$ cat config.mk
export PLATFORM = sky130hd
export DESIGN_NAME = corescore_jtag_tx_adapter
export DESIGN_NICKNAME = d
export VERILOG_FILES = /design/src/rtl/corescore_jtag_tx_adapter.sv
export SDC_FILE = /design/constraint.sdc
export NUM_CORES = 1
export LEC_CHECK = 0
export BUFFER_PORTS_ARGS = -buffer_cell sky130_fd_sc_hd__buf_2
export CORE_ASPECT_RATIO = 1.75
export CORE_UTILIZATION = 55
export CTS_CLUSTER_DIAMETER = 30
export DETAILED_ROUTE_END_ITERATION = 7
export GPL_TIMING_DRIVEN = 0
export PLACE_DENSITY = 0.85
export SLEW_MARGIN = 5
export SYNTH_ARGS = -nofsm -noshare
export SYNTH_HDL_FRONTEND = slang
export SYNTH_SLANG_ARGS = --single-unit
$ cat constraint.sdc
create_clock -name i_clk -period 3 [get_ports i_clk]
set_input_delay 0.3 -clock i_clk [delete_from_list [all_inputs] [get_ports i_clk]]
set_output_delay 0.3 -clock i_clk [all_outputs]
set_load 0.03 [all_outputs]
$ cat src/rtl/corescore_jtag_tx_adapter.sv
// FIFO + two-state pacer feeding alt_jtag_atlantic TX (r_dat/r_val/r_ena) from a byte stream.
// Optional delivered-byte/message counters are built when CORESCORE_TX_STATS_EN is defined.
module corescore_jtag_tx_adapter #(
    parameter int DEPTH_LOG2 = 4
) (
    input  logic                  i_clk,
    input  logic                  i_rst,
    input  logic [7:0]            i_tdata,
    input  logic                  i_tlast,
    input  logic                  i_tvalid,
    output logic                  o_tready,
    output logic [7:0]            o_r_dat,
    output logic                  o_r_val,
    input  logic                  i_r_ena,
    output logic [DEPTH_LOG2:0]   o_level,
    output logic [31:0]           o_bytes,
    output logic [15:0]           o_msgs
);

    localparam int DEPTH = 1 << DEPTH_LOG2;
    localparam logic [DEPTH_LOG2:0]   FULL_LEVEL = (DEPTH_LOG2 + 1)'(DEPTH);
    localparam logic [DEPTH_LOG2:0]   LEVEL_ONE  = (DEPTH_LOG2 + 1)'(1);
    localparam logic [DEPTH_LOG2-1:0] PTR_ONE    = DEPTH_LOG2'(1);

    typedef enum logic {IDLE, SEND} state_t;

    logic [8:0]            mem_q [DEPTH];
    logic [DEPTH_LOG2-1:0] wr_ptr_q;
    logic [DEPTH_LOG2-1:0] rd_ptr_q;
    logic [DEPTH_LOG2:0]   level_q;
    logic [DEPTH_LOG2:0]   level_d;
    state_t                state_q;
    logic                  r_val_q;
    logic [8:0]            r_word_q;
    logic                  tready;
    logic                  push;
    logic                  pop;

    // Full/empty come from the registered level only, so a pop never frees a slot the same cycle.
    assign tready = (level_q != FULL_LEVEL);
    assign push   = i_tvalid && tready;
    assign pop    = (state_q == IDLE) && (level_q != '0) && i_r_ena;

    always_comb begin
        level_d = level_q;
        if (push && !pop) begin
            level_d = level_q + LEVEL_ONE;
        end else if (pop && !push) begin
            level_d = level_q - LEVEL_ONE;
        end
    end

    always_ff @(posedge i_clk) begin
        if (push) begin
            mem_q[wr_ptr_q] <= {i_tlast, i_tdata};
        end
    end

    always_ff @(posedge i_clk or posedge i_rst) begin
        if (i_rst) begin
            wr_ptr_q <= '0;
            rd_ptr_q <= '0;
            level_q  <= '0;
        end else begin
            if (push) begin
                wr_ptr_q <= wr_ptr_q + PTR_ONE;
            end
            if (pop) begin
                rd_ptr_q <= rd_ptr_q + PTR_ONE;
            end
            level_q <= level_d;
        end
    end

    // SEND is a forced gap: the UART may drop ena right after accepting one byte.
    always_ff @(posedge i_clk or posedge i_rst) begin
        if (i_rst) begin
            state_q  <= IDLE;
            r_val_q  <= 1'b0;
            r_word_q <= '0;
        end else begin
            case (state_q)
                IDLE: begin
                    if (pop) begin
                        r_word_q <= mem_q[rd_ptr_q];
                        r_val_q  <= 1'b1;
                        state_q  <= SEND;
                    end
                end
                SEND: begin
                    r_val_q <= 1'b0;
                    state_q <= IDLE;
                end
                default: begin
                    r_val_q <= 1'b0;
                    state_q <= IDLE;
                end
            endcase
        end
    end

    assign o_tready = tready;
    assign o_r_dat  = r_word_q[7:0];
    assign o_r_val  = r_val_q;
    assign o_level  = level_q;

`ifdef CORESCORE_TX_STATS_EN
    logic [31:0] bytes_q;
    logic [15:0] msgs_q;

    always_ff @(posedge i_clk or posedge i_rst) begin
        if (i_rst) begin
            bytes_q <= '0;
            msgs_q  <= '0;
        end else if (r_val_q) begin
            bytes_q <= bytes_q + 32'd1;
            if (r_word_q[8]) begin
                msgs_q <= msgs_q + 16'd1;
            end
        end
    end

    assign o_bytes = bytes_q;
    assign o_msgs  = msgs_q;
`else
    logic unused_tlast;
    assign unused_tlast = r_word_q[8];
    assign o_bytes      = 32'h0;
    assign o_msgs       = 16'h0;
`endif

endmodule

Word-level counts from Yosys, hierarchy flattened:

Memories as Yosys holds them, arrays and structs flattened. A register that Yosys moved wholly into a read port is not among the register bits.
Cells that the tools add are included.

* bits in registers: 15
* RAM bits: 144
* input bits: 13
* output and inout bits: 63
* logic and storage cells: 31
* memories: 1

* $add $sub $neg: 4
* eq/ne operators: 2
* mux-type cells: 8
* bitwise gates (word level): 1
* reductions and logical operators: 10

Memories
* mem_q: words 16, bits a word 9, read ports 1, clocked after Yosys merged registers in 1, wr ports 1, line 27 `logic [8:0] mem_q [DEPTH];`

Operators with widths (number)
* $mux 5: 2
* $add 4x1->4 const B: 2
* $add 5x1->5 const B: 1
* $logic_and 1x1->1: 5
* $ne 5x5->1 const B: 1
* $reduce_bool 5->1: 1
* $sub 5x1->5 const B: 1
* $mux 1: 4
* $pmux 1 s2: 2
* $logic_not 1->1: 2
* $ne 2x2->1 const B: 1
* $reduce_and 2->1: 1
* $reduce_bool 2->1: 1
* $not 1->1: 1

Depth between registers and ports, before layout:

Gate-level depths: netlist of the first run.

* word-level depth: 6
* mapped depth: 10
* gate-level depth less buffers: 9

Worst setup path before layout of the first run:

Ideal clock, no wire load.

* path type: reg-to-reg
* from: register level_q[0] (netlist: o_level[0])
* to: register level_q[4] (netlist: o_level[4])
* arrival time: 2705 ps
* required time: 2864 ps
* slack: 159 ps
* stages on the path, launching flop included: 11
* period minus slack after synthesis: 2841 ps
* cell sequence: dfrtp_1 -> nor4_1 -> a211o_1 -> buf_2 -> ha_1 -> inv_1 -> fa_1 -> a21o_1 -> a21oi_1 -> mux2i_1 -> xnor2_1

* longest elaborated chain between the ends: 6
* elaborated cells on any way between the ends: 14

RTL lines
* start: declaration: line 30 `logic [DEPTH_LOG2:0] level_q;`
* start signal: assignment: line 71 `level_q <= level_d;`
* branches (longest 6 deep; another with $sub 5x1->5)

Several ways; the timed one is not identified. The select of a mux whose other input is x is not followed.
A chain may end at the register's enable or synchronous reset.

Final worst setup path of the first run:

* from: register level_q[1] (netlist: o_level[1])
* to: register level_q[4] (netlist: o_level[4])

The elaborated chain is that of the path after synthesis.

==> results.json, run 1 <==
{
  "avgSynthCellArea_um2": 17.8,
  "crit_fanout": 10,
  "grt.total_usage_pct": 22.0,
  "p_sw_w": 0.00238,
  "r2r_end": "o_level[4]$_DFFE_PP0P_",
  "gr-max-usage-layer": "met2",
  "final_common_cell": "edfxtp_1",
  "clock_sinks": 151,
  "power_density_nw_per_um2": 953,
  "drive_above_1_share_pct": 32.8,
  "diodes": 0,
  "io_pins": 76,
  "fmax_mhz": 356,
  "p_clk_share_pct": 28.0,
  "grt_pass1_wl_um": 19000,
  "die_area_um2": 12200,
  "maxSlewHeadroom_pct": 5.97,
  "fin_cells": 604,
  "drv_slew": 0,
  "worst_setup_path_end_kind": "flop",
  "synth-seq-area-share_pct": 68.3,
  "wl_per_cell_um": 20.4,
  "tightest_slew_ns": 1.40,
  "drtPass1Iterations": 6,
  "cts-root-buf": "clkbuf_16",
  "grt_max_degree": 24,
  "place_inst": 572,
  "drt_wl_total_um": 12300,
  "startpoint_type": "flop",
  "cts_tree": "built",
  "routed_via_density": 5.44,
  "core_um2": 11500,
  "rsz0062_at_grt": "false",
  "portBuffers": 26,
  "r2r_start": "o_level[1]$_DFFE_PP0P_",
  "required_ns": 3.35,
  "synthCells": 364,
  "crit_path_start": "o_level[1]$_DFFE_PP0P_",
  "remaining_drc_errors": 26,
  "r2r_setup_slack_ns": 0.19,
  "clock_latency_ns": 0.43,
  "crit_path_end": "o_level[4]$_DFFE_PP0P_",
  "pwr-share-seq_pct": 38.6,
  "grt_pass1_vias": 3429,
  "num_rows": 52,
  "violations": "design-rule violations",
  "setup_viol_count_final": 0,
  "area_delta_synth_final_pct": 16.6,
  "final_cell_mix": "128 x edfxtp_1, 51 x buf_4, 48 x conb_1",
  "grt_remaining_overflow": 0,
  "cts_max_level": 4,
  "skew_ns": 0.0178,
  "postCtsHoldBufs": 0,
  "start_util_pct": 56.2,
  "fin_crit_ns": 2.81,
  "dieHeight_um": 145,
  "synth_area_um2": 6470,
  "grt_use_met1_pct": 23.0,
  "first_iter_violations": 210,
  "status": "finished, violations left",
  "hold_class": "primary input to async pin",
  "post_cts_buffers": 0,
  "clockBufferDepth": 2,
  "vdd_drop_max_mv": 0.548,
  "arrival_ns": 3.16,
  "power_frac_comb_pct": 33.3,
  "vias": 3288,
  "antenna_found_initial": 0,
  "sw_frac_of_total_pct": 33.2,
  "netlist-cell-type-count": 32,
  "dp_slack_ns": -0.158,
  "hold_violations": 0,
  "internal_power_w": 0.00481,
  "met2_usage_pct": 39.1,
  "total_leakage_power_nw": 2.92,
  "path_clk_slew_ns": 0.06,
  "fin_nets": 479,
  "die_x_um": 84.0,
  "ant_nets": 0,
  "period_share_pct": 93.8,
  "max-cap-violations": 0,
  "gp_congestion": 0.766,
  "grt_use_met3_pct": 5.16,
  "setup_ws_ns": 0.187,
  "crit_type": "flop to flop",
  "reg2regPathDepth": 10,
  "ys_warn_count": 0,
  "post-dp-hpwl_um": 8380,
  "tns_ns": 0,
  "cts_made_buffers": 17,
  "ys_ff_latch": 151
}
==> power groups by stage <==
| stage | logic (W) | registers (W) | clock network (W) |
|---|---|---|---|
| floorplan | 0.00161 | 0.00295 | 0 |
| global placement | 0.00230 | 0.00278 | 0 |
| detailed placement | 0.00237 | 0.00280 | 0 |
| CTS | 0.00239 | 0.00277 | 0.00204 |
| global route | 0.00256 | 0.00281 | 0.00211 |
| finish | 0.00240 | 0.00278 | 0.00202 |
==> routing by layer <==
layer,vias up,share of wire (%),routed length (um)
li1,1473,-,-
met4,0,4.1,508
met2,143,56,6850
met5,-,0,0
met3,32,4.2,517
met1,1640,36,4450
==> cell usage after synthesis <==
cell	number	share of area, %
ha_1	9	1.7
buf_12	1	0.31
buf_2	5	0.39
mux4_1	10	4.1
mux2_2	8	1.4
clkbuf_2	1	0.077
clkbuf_1	2	0.12
a21oi_1	3	0.23
nor2_1	14	0.81
dfrtp_1	23	8.9
a22o_1	1	0.14
xor2_1	1	0.14
xnor2_1	9	1.2
fa_1	1	0.31
buf_4	51	5.9
nand2_1	20	1.2
nand4_1	2	0.19
nor3_1	4	0.31
conb_1	1	0.058
edfxtp_1	128	59
mux2i_1	16	2.5
a21boi_2	1	0.17
inv_1	8	0.46
nor4_1	1	0.097
a21o_1	2	0.23
nor2b_1	1	0.097
buf_1	1	0.058
a211o_1	2	0.27
o21ai_0	11	0.85
mux4_2	22	7.7
buf_6	3	0.52
nand2b_1	2	0.19
==> cells by family after synthesis <==
kind of cell,Yosys count,share of synthesized area [%]
DFF,151,68.3
other,1,0.0580
and+or+nand+nor,44,2.86
xor gates and xnor gates,10,1.35
buffers and inverters,72,7.85
adders and majority gates,10,2.05
AOI/OAI and AO/OA,20,1.90
muxes,56,15.6
==> through the flow <==
step           power, W  util [%]  hold WS (ns)  cell area (um^2)
2_1_floorplan   0.00456         -         0.302              6640
3_3_place_gp    0.00507      60.3         0.453              6940
3_5_place_dp    0.00517      60.3         0.458              6940
4_1_cts         0.00720      65.3        0.0781              7520
5_1_grt         0.00748      65.5         0.140              7540
6_report        0.00719      65.5        0.0483              7540
==> how the worst min path moves through the flow <==
stage	from	end	slack, ns	cells past startpoint
4_1_cts	i_rst	rd_ptr_q[1]$_DFFE_PP0P_	0.08	2
3_3_place_gp	state_q$_DFF_PP0_	o_r_val$_DFFE_PP0P_	0.45	1
2_1_floorplan	i_rst	o_level[0]$_DFFE_PP0P_	0.30	1
5_1_grt	i_rst	rd_ptr_q[2]$_DFFE_PP0P_	0.14	2
3_5_place_dp	state_q$_DFF_PP0_	o_r_val$_DFFE_PP0P_	0.46	1
6_report	i_rst	o_r_val$_DFFE_PP0P_	0.05	2
==> timing repair <==
action	CTS	global route
endpoints found under the setup margin	1	1
resized for setup	1	2
endpoints found under the hold margin	0	0
pin swaps	0	1
==> state kept, by name, summed over array words and instances, names as in the netlist <==
| signal | flops |
|---|---|
| mem_q | 128 |
| r_word_q | 8 |
| o_level | 5 |
| rd_ptr_q | 4 |
| wr_ptr_q | 4 |
| o_r_val | 1 |
| state_q | 1 |
==> final cells by class <==
| class | instances | area (um^2) |
|---|---|---|
| tap | 135 | 169 |
| multi-input combinational | 188 | 1750 |
| clock buffer | 17 | 425 |
| sequential | 151 | 4420 |
| clock inverter | 15 | 143 |
| buffer | 64 | 480 |
| inverter | 8 | 30.0 |
| timing repair buffer | 26 | 130 |
| fill | 740 | 3970 |
==> worst max-delay path: stages, from the launching register on <==
cell	delay, ns
dfrtp_1	0.46
nor4_4	0.40
a211o_1	0.21
clkbuf_4	0.21
ha_1	0.18
inv_1	0.11
fa_1	0.42
a21o_1	0.19
a21oi_1	0.19
mux2i_1	0.25
xnor2_1	0.13
(Power assumes the default switching activity.)
==> run 2, diff against run 1 <==
--- a/config.mk
+++ b/config.mk
@@ -7,11 +7,12 @@
 export LEC_CHECK = 0
 export BUFFER_PORTS_ARGS = -buffer_cell sky130_fd_sc_hd__buf_2
 export CORE_ASPECT_RATIO = 1.75
-export CORE_UTILIZATION = 55
+export CORE_UTILIZATION = 48
 export CTS_CLUSTER_DIAMETER = 30
 export DETAILED_ROUTE_END_ITERATION = 7
 export GPL_TIMING_DRIVEN = 0
-export PLACE_DENSITY = 0.85
+export PLACE_DENSITY = 0.77
+export REMOVE_ABC_BUFFERS = 1
 export SLEW_MARGIN = 5
 export SYNTH_ARGS = -nofsm -noshare
 export SYNTH_HDL_FRONTEND = slang
==> constraint.sdc (replaced) <==
create_clock -name i_clk -period 3 [get_ports i_clk]
set_input_delay 0.6 -clock i_clk [delete_from_list [all_inputs] [get_ports i_clk]]
set_output_delay 0.6 -clock i_clk [all_outputs]
set_load 0.03 [all_outputs]
==> results.json, run 2 (synthesis results as in run 1) <==
{
  "remaining_drc_errors": 0,
  "cts_max_level": 4,
  "grt.total_usage_pct": 16.9,
  "fin_crit_ns": 2.76,
  "status": "completed",
  "cts_made_buffers": 17,
  "startpoint_type": "flop",
  "postLayoutCellArea_um2": 7150,
  "final_cell_mix": "128 x edfxtp_1, 48 x conb_1, 26 x buf_2",
  "required_ns": 3.34,
  "skew_ns": 0.00832,
  "fill_cells": 968,
  "drtPass1Iterations": 4,
  "regMostFlops": "mem_q",
  "post_cts_buffers": 0,
  "vias": 3030,
  "core_um2": 13000,
  "grt_max_degree": 28,
  "post-dp-hpwl_um": 7020,
  "largest_register_ffs": 128,
  "start_util_pct": 49.7,
  "tightest_slew_ns": 1.29,
  "cts-root-buf": "clkbuf_16",
  "crit_type": "flop to flop",
  "rsz0062_at_grt": "false",
  "grt_pass1_wl_um": 17000,
  "worst_setup_path_end_kind": "flop",
  "io_pins": 76,
  "grt_pass1_vias": 3119,
  "gp_congestion": 0.785,
  "die_area_um2": 14000,
  "drt_wl_total_um": 10900,
  "maxSlewHeadroom_pct": 14.0,
  "setup_viol_count_final": 0,
  "routed_via_density": 5.25,
  "num_rows": 55,
  "power_density_nw_per_um2": 971,
  "wl_per_cell_um": 18.9,
  "tns_ns": 0,
  "die_x_um": 89.7,
  "reg2regPathDepth": 9,
  "fmax_mhz": 363,
  "portBuffers": 26,
  "hold_violations": 0,
  "final_util_pct": 55.0,
  "place_area_um2": 6550,
  "hold_class": "primary input to async pin",
  "ant_nets": 0,
  "max-cap-violations": 0,
  "postCtsHoldBufs": 0,
  "dieHeight_um": 156,
  "cts_tree": "built",
  "arrival_ns": 3.09,
  "first_iter_violations": 272,
  "total_leakage_power_nw": 2.62,
  "clockBufferDepth": 2,
  "clock_sinks": 151,
  "path_clk_slew_ns": 0.06,
  "crit_fanout": 21,
  "area_delta_synth_final_pct": 10.6,
  "drv_slew": 0,
  "vdd_drop_max_mv": 0.386,
  "clock_latency_ns": 0.41,
  "final_common_cell": "edfxtp_1",
  "drive_above_1_share_pct": 23.2,
  "diodes": 0,
  "grt_remaining_overflow": 0,
  "antenna_found_initial": 0,
  "fin_nets": 416,
  "period_share_pct": 91.8
}
-- run 2: cell type report --
| type | instances | area, um^2 | area share (%) |
|---|---|---|---|
| flip-flops and latches | 151 | 4420 | 61.8 |
| well taps | 171 | 214 | 2.99 |
| multi-input cells | 188 | 1760 | 24.6 |
| clock buffers | 26 | 543 | 7.59 |
| repair buffers | 27 | 150 | 2.10 |
| inverters | 8 | 30.0 | 0.420 |
| clock inverters | 6 | 35.0 | 0.490 |
-- run 2: metrics by stage --
| stage | cells | setup slack, ns | total power [W] | hold WS [ns] |
|---|---|---|---|---|
| after global placement | 544 | -0.376 | 0.00483 | 0.456 |
| after detailed placement | 545 | -0.393 | 0.00495 | 0.464 |
| final | 577 | 0.245 | 0.00695 | 0.387 |
| after floorplan | 347 | 0.00942 | 0.00438 | 0.436 |
| after CTS | 577 | 0.0262 | 0.00699 | 0.421 |
| after global routing | 577 | 0.0403 | 0.00726 | 0.467 |
-- run 2: routing by layer --
layer	track usage (%)	part of all wire [%]	routed length, um	vias to the layer above
li1	-	-	-	1345
met1	18.2	38	4130	1540
met2	30.7	56	6140	127
met3	3.95	3.8	410	18
met4	8.74	1.9	202	0
met5	0	0	0	-
-- run 2: report_power, final --
group | switching [W] | internal (W) | total (W) | leakage [nW]
combinational | 0.000979 | 0.000916 | 0.00189 | 0.896
sequential | 0.000413 | 0.00261 | 0.00303 | 1.43
clock | 0.000776 | 0.00125 | 0.00202 | 0.290
total | 0.00217 | 0.00478 | 0.00695 | 2.62
-- run 2: repair_timing --
item,in CTS,in global routing
resized for setup,2,2
endpoints found under the setup margin,3,1
pin swaps,0,0
endpoints found under the hold margin,0,0
-- run 2: final timing paths --
check,start,end,slack (ns)
hold reg to reg,r_word_q[6]$_DFFE_PP0P_,r_word_q[6]$_DFFE_PP0P_,0.47
setup / recovery,o_level[1]$_DFFE_PP0P_,o_level[4]$_DFFE_PP0P_,0.24
max in group asynchronous,i_rst,rd_ptr_q[1]$_DFFE_PP0P_,1.97
hold / removal,i_rst,r_word_q[3]$_DFFE_PP0P_,0.39
setup reg to reg,o_level[1]$_DFFE_PP0P_,o_level[4]$_DFFE_PP0P_,0.24
min in group i_clk,r_word_q[6]$_DFFE_PP0P_,r_word_q[6]$_DFFE_PP0P_,0.47
-- run 2: worst max-delay path, cell delays in order, from the launching register on --
cell and delay [ns]:
dfrtp_1 0.45, nor4_4 0.41, a211o_4 0.33, ha_1 0.20
inv_1 0.11, fa_1 0.41, a21o_1 0.20, a21oi_1 0.19
mux2i_1 0.24, xnor2_1 0.13
